<file path="src/rtl/ones_mon_pkg.sv">
// Shared types and default widths for the consecutive-ones run statistics block.
package ones_mon_pkg;

  typedef enum logic [1:0] {
    IDLE,
    RUN,
    SAT
  } run_state_t;

  typedef enum logic {
    R_IDLE,
    R_ACK
  } rd_state_t;

  localparam int CW_DEF = 8;
  localparam int EW_DEF = 8;

endpackage

</file>
<file path="src/rtl/ones_run_tracker.sv">
// Run FSM: follows the current run of ones, its saturating length and whether the
// detector fired during it; flags the cycle in which the run ends.
module ones_run_tracker
  import ones_mon_pkg::*;
#(
  parameter int CW = CW_DEF
) (
  input  logic          clk,
  input  logic          rst,
  input  logic          a,
  input  logic          det,
  output logic [CW-1:0] run_len,
  output logic          run_end,
  output logic          qual_at_end,
  output logic [CW-1:0] final_len
);

  localparam logic [CW-1:0] LEN_MAX = '1;
  localparam logic [CW-1:0] LEN_ONE = CW'(1);

  run_state_t    r_state;
  run_state_t    w_state_nxt;
  logic [CW-1:0] r_run_len;
  logic [CW-1:0] w_len_nxt;
  logic          r_qual;
  logic          w_qual_nxt;
  logic          w_run_end;

  always_comb begin
    w_state_nxt = r_state;
    w_len_nxt   = r_run_len;
    w_qual_nxt  = r_qual;
    w_run_end   = 1'b0;
    case (r_state)
      IDLE: begin
        if (a) begin
          w_len_nxt   = LEN_ONE;
          w_state_nxt = (LEN_ONE == LEN_MAX) ? SAT : RUN;
        end
      end
      RUN: begin
        if (a) begin
          w_len_nxt = r_run_len + LEN_ONE;
          if (w_len_nxt == LEN_MAX) w_state_nxt = SAT;
        end else begin
          w_run_end   = 1'b1;
          w_len_nxt   = '0;
          w_state_nxt = IDLE;
        end
      end
      SAT: begin
        if (!a) begin
          w_run_end   = 1'b1;
          w_len_nxt   = '0;
          w_state_nxt = IDLE;
        end
      end
      default: begin
        w_len_nxt   = '0;
        w_state_nxt = IDLE;
      end
    endcase
    // det is only meaningful while a=1; a run end always drops the flag
    if (w_run_end) w_qual_nxt = 1'b0;
    else if (a && det) w_qual_nxt = 1'b1;
  end

  always_ff @(posedge clk or negedge rst) begin
    if (!rst) begin
      r_state   <= IDLE;
      r_run_len <= '0;
      r_qual    <= 1'b0;
    end else begin
      r_state   <= w_state_nxt;
      r_run_len <= w_len_nxt;
      r_qual    <= w_qual_nxt;
    end
  end

  assign run_len     = r_run_len;
  assign run_end     = w_run_end;
  assign qual_at_end = r_qual;
  assign final_len   = r_run_len;

endmodule

</file>
<file path="src/rtl/ones_run_monitor.sv">
// Run statistics behind the consecutive-ones detector: longest run, qualified-run
// count with sticky overflow, and a req/ack snapshot port for software.
module ones_run_monitor
  import ones_mon_pkg::*;
#(
  parameter int CW = CW_DEF,
  parameter int EW = EW_DEF
) (
  input  logic          clk,
  input  logic          rst,
  input  logic          a,
  input  logic          det,
  input  logic          clr,
  input  logic          rd_req,
  output logic          rd_ack,
  output logic [CW-1:0] run_len,
  output logic [EW-1:0] snap_events,
  output logic [CW-1:0] snap_max,
  output logic          ovf
);

  localparam logic [EW-1:0] EV_MAX = '1;
  localparam logic [EW-1:0] EV_ONE = EW'(1);

  function automatic logic [EW-1:0] ev_sat_inc(input logic [EW-1:0] v);
    return (v == EV_MAX) ? v : v + EV_ONE;
  endfunction

  logic          w_run_end;
  logic          w_qual_at_end;
  logic [CW-1:0] w_final_len;

  logic [EW-1:0] r_event_cnt;
  logic [CW-1:0] r_max_run;
  logic          r_ovf;
  logic [EW-1:0] r_snap_events;
  logic [CW-1:0] r_snap_max;
  rd_state_t     r_rd_state;
  rd_state_t     w_rd_nxt;
  logic          w_capture;

  ones_run_tracker #(
    .CW(CW)
  ) u_tracker (
    .clk        (clk),
    .rst        (rst),
    .a          (a),
    .det        (det),
    .run_len    (run_len),
    .run_end    (w_run_end),
    .qual_at_end(w_qual_at_end),
    .final_len  (w_final_len)
  );

  // clr outranks a coincident run end, so that run leaves no trace
  always_ff @(posedge clk or negedge rst) begin
    if (!rst) begin
      r_event_cnt <= '0;
      r_max_run   <= '0;
      r_ovf       <= 1'b0;
    end else if (clr) begin
      r_event_cnt <= '0;
      r_max_run   <= '0;
      r_ovf       <= 1'b0;
    end else if (w_run_end) begin
      if (w_final_len > r_max_run) r_max_run <= w_final_len;
      if (w_qual_at_end) begin
        if (r_event_cnt == EV_MAX) r_ovf <= 1'b1;
        r_event_cnt <= ev_sat_inc(r_event_cnt);
      end
    end
  end

  always_comb begin
    w_rd_nxt  = r_rd_state;
    w_capture = 1'b0;
    case (r_rd_state)
      R_IDLE: begin
        if (rd_req) begin
          w_capture = 1'b1;
          w_rd_nxt  = R_ACK;
        end
      end
      R_ACK:   if (!rd_req) w_rd_nxt = R_IDLE;
      default: w_rd_nxt = R_IDLE;
    endcase
  end

  always_ff @(posedge clk or negedge rst) begin
    if (!rst) begin
      r_rd_state    <= R_IDLE;
      r_snap_events <= '0;
      r_snap_max    <= '0;
    end else begin
      r_rd_state <= w_rd_nxt;
      if (w_capture) begin
        r_snap_events <= r_event_cnt;
        r_snap_max    <= r_max_run;
      end
    end
  end

  assign rd_ack      = (r_rd_state == R_ACK);
  assign snap_events = r_snap_events;
  assign snap_max    = r_snap_max;
  assign ovf         = r_ovf;

endmodule

</file>
<file path="config.mk">
export PLATFORM = sky130hd
export DESIGN_NAME = ones_run_monitor
export DESIGN_NICKNAME = d
export VERILOG_FILES = /design/src/rtl/ones_mon_pkg.sv /design/src/rtl/ones_run_tracker.sv /design/src/rtl/ones_run_monitor.sv
export SDC_FILE = /design/constraint.sdc
export NUM_CORES = 1
export LEC_CHECK = 0
export CAP_MARGIN = 20
export CELL_PAD_IN_SITES_DETAIL_PLACEMENT = 2
export CELL_PAD_IN_SITES_GLOBAL_PLACEMENT = 2
export CORE_MARGIN = 2
export CORE_UTILIZATION = 36
export CTS_BUF_LIST = sky130_fd_sc_hd__clkbuf_2 sky130_fd_sc_hd__clkbuf_4 sky130_fd_sc_hd__clkbuf_8
export CTS_CLUSTER_DIAMETER = 150
export DETAILED_ROUTE_END_ITERATION = 8
export HOLD_SLACK_MARGIN = 0.06
export PLACE_DENSITY_LB_ADDON = 0.1
export SLEW_MARGIN = 15
export SYNTH_ARGS = -nofsm -noshare
export SYNTH_HDL_FRONTEND = slang
export SYNTH_SLANG_ARGS = --single-unit
</file>
<file path="constraint.sdc">
create_clock -name clk -period 2.2 [get_ports clk]
set_input_delay 0.22 -clock clk [delete_from_list [all_inputs] [get_ports clk]]
set_output_delay 0.22 -clock clk [all_outputs]
set_load 0.02 [all_outputs]
</file>
==> out/qor.csv <==
stage,metric,value,unit
outcome,outcome,completed,
detailed_routing,wirelength,5.71,mm
placement,dp_hpwl,4.18,mm
floorplanning,die_h,84.9,um
logic_synthesis,synth-simple-area-share,0.175,
logic_synthesis,synth_warnings,0,
cts,clkLatencyLatePin,300,ps
min_path,hold_depth,1,
logic_synthesis,synth_compound_area_frac,0.102,
setup_path,worstSetupPathType,register to register,
placement,portBuffers,31,
setup_path,r2r-start,u_tracker.final_len[1]$_DFFE_PN0P_,
global_routing,grt_start_max_net_pins,46,
global_routing,grt_use_total,0.176,
setup_path,worstPathArrival,2240,ps
logic_synthesis,synth_fa_ha_area_frac,0.0743,
sta,tightest_slew,556,ps
detailed_routing,ant_nets,0,
detailed_routing,route.detailed.vias_per_inst,5.18,
cts,htree_levels,2,
logic_synthesis,yosysUniqueCellTypes,46,
global_routing,grt_pass1_wl,10.0,mm
floorplanning,start_util,0.371,
logic_synthesis,synth_top_family_by_area,simple AND/OR/NAND/NOR gates,
setup_path,start_kind,register,
layout,n_antenna_cell,0,
global_routing,grt_overflow_total,0,
cts,clock-sinks,45,
cts,clk_path_buf_depth,2,
detailed_routing,drt-initial-drc-count,14,
sta,slew-limit-headroom,0.629,
floorplanning,ios,32,
setup_path,crit_slowest_cell,or4_1,
logic_synthesis,netlist.area_leader.share,0.478,
logic_synthesis,ys_seq_elements,45,
setup_path,cp.required,2400,ps
power_and_ir_drop,irDropWorstVdd,0.561,mV
power_and_ir_drop,finalPower,2.33,mW
cts,cts_tree,yes,
logic_synthesis,postSynthNetCount,246,
layout,area_growth,24.7,%
setup_path,ff2ff_path_depth,6,
detailed_routing,drt_pass1_iterations,4,
floorplanning,die-area,7210,um2
logic_synthesis,synth_cells,226,
setup_path,critPathMaxStageDelay,500,ps
layout,layout.nets,289,
layout,n_fill_cell,662,
layout,multi_input_area,1140,um2
global_routing,grt_pass1_vias,1999,
cts,cts.clk_slew.worst_paths,90,ps
floorplanning,die_w,84.9,um
detailed_routing,vias,1799,
logic_synthesis,synthXorXnorAreaFrac,0.0335,
sta,period_share,0.928,
logic_synthesis,yosysSeqAreaShare,0.478,
flow_run,cap_violations,0,
layout,final_layout_size_suffix_gt1_frac,0.126,
cts,post_cts_buffers,0,
power_and_ir_drop,p_leak,1.29,nW
setup_path,end_kind,register,
cts,numCtsBuffers,5,
global_routing,antenna_found_initial,0,
sta,skew,11.9,ps
sta,fin_crit,2040,ps
logic_synthesis,synth_mux_area_frac,0.0982,
setup_path,r2r-end,u_tracker.r_state[0]$_DFFE_PN0P_,
layout,register_area,1130,um2
logic_synthesis,ys.flop_type,dfrtp_1,
logic_synthesis,synth_area,2360,um2
cts,clock-root-buffer,clkbuf_8,
min_path,hold_start,rd_req,
power_and_ir_drop,power_density,791,nW/um2
placement,gp_routability_congestion,0.749,
logic_synthesis,async_reset_ff_frac,1.00,
min_path,hold_class,input port to register,
detailed_routing,wl_per_cell,16.5,um
floorplanning,fp.coreArea,6350,um2
sta,max_freq,490,MHz
logic_synthesis,synthTopCellsByCount,"dfrtp_1, nand2b_1, nor2_1",
logic_synthesis,synth.area.top_cells,"dfrtp_1, ha_1, nand2b_1",
detailed_routing,drc,0,
setup_path,crit_chain,"ha_2, xnor2_1, or4_1, a22oi_2, o21ai_2, mux2_4",
min_path,min_to,rd_ack$_DFF_PN0_,
floorplanning,rows,29,
setup_path,startpoint,u_tracker.final_len[1]$_DFFE_PN0P_,
logic_synthesis,synth-edff-count,0,
logic_synthesis,syn_area_per_cell,10.4,um2
setup_path,worstPathMaxFanout,6,
sta,rsz0062_at_grt,no,
setup_path,r2r_slack,160,ps
logic_synthesis,synth_top_cell_by_area,dfrtp_1,
logic_synthesis,yosysMostFrequentCell,dfrtp_1,
sta,finalSetupViolCount,0,
sta,drv_slew,0,
sta,hold_viol,0,
sta,tns,0,ps
## cells in the final DEF (no fill, tap or decap), types with 5 or more instances in the layout
cell type        count
clkdlybuf4s50_1     30
nand4_1              7
nor2_1              17
a21oi_1              6
ha_1                13
inv_1               12
mux2_1               6
mux2i_1              9
nand2b_1            18
xor2_1               5
nand2_1             16
clkbuf_8             6
o21ai_1             14
dfrtp_1             45
buf_4               13
## critical path: cells and delay by family (launching register included)
family                   cells  cell delay [ps]
XOR/XNOR                     1              140
adder cells (fa/ha/maj)      1              240
AO/OA/AOI/OAI                2              300
multiplexers                 1              290
AND/OR/NAND/NOR              1              500
flip-flops                   1              460
## report_power, final
| group | internal [mW] | leakage, nW | switching, mW | total (mW) |
|---|---|---|---|---|
| registers | 0.900 | 0.616 | 0.0822 | 0.982 |
| logic | 0.387 | 0.623 | 0.406 | 0.793 |
| clock network | 0.255 | 0.0512 | 0.294 | 0.549 |
## kinds of logic after synthesis
kind of cell               count (synthesis)
buffers and inverters                     22
AOI/OAI and AO/OA                         38
xor gates and xnor gates                   9
muxes                                     21
adders and majority gates                 14
and+or+nand+nor                           77
DFF                                       45
## registers in the layout, summed over array words and instances (netlist names)
name / cells
r_event_cnt: 8
u_tracker.qual_at_end: 1
snap_events: 8
u_tracker.final_len: 8
ovf: 1
snap_max: 8
r_max_run: 8
rd_ack: 1
u_tracker.r_state: 2
## worst max-delay path by stage
stage	end	slack [ps]	depth (start not counted)
floorplan	u_tracker.r_state[0]$_DFFE_PN0P_	120	6
global placement	u_tracker.r_state[0]$_DFFE_PN0P_	150	6
detailed placement	u_tracker.r_state[0]$_DFFE_PN0P_	100	6
CTS	u_tracker.r_state[0]$_DFFE_PN0P_	90	6
global route	u_tracker.r_state[0]$_DFFE_PN0P_	30	5
finish	u_tracker.r_state[0]$_DFFE_PN0P_	160	6
## through the flow
stage	util	area (um2)	instances	hold slack, ps	setup slack, ps
2_1_floorplan	-	2360	226	-75.6	117
3_3_place_gp	0.446	2830	338	227	150
3_5_place_dp	0.446	2830	338	227	98.6
4_1_cts	0.462	2940	347	376	87.0
5_1_grt	0.463	2940	347	377	27.8
6_report	0.463	2940	347	378	158
## repair_timing
item,CTS,global route
hold buffers,1,0
resized for setup,0,1
endpoints found under the hold margin,45,0
endpoints found under the setup margin,0,1
## cell type report
class	count	share of cell area
timing repair buffer	46	0.147
inverter	12	0.0153
sequential	45	0.383
multi-input combinational	159	0.388
clock buffer	6	0.0281
clock inverter	2	0.00468
tap	77	0.0328
## per-layer routing
layer / GRT usage / share of wire
met5: 0 / 0
met2: 0.297 / 0.50
met1: 0.231 / 0.46
met4: 0.0433 / 0.011
met3: 0.0379 / 0.026
No activity file was read; power rests on OpenSTA's default activity.
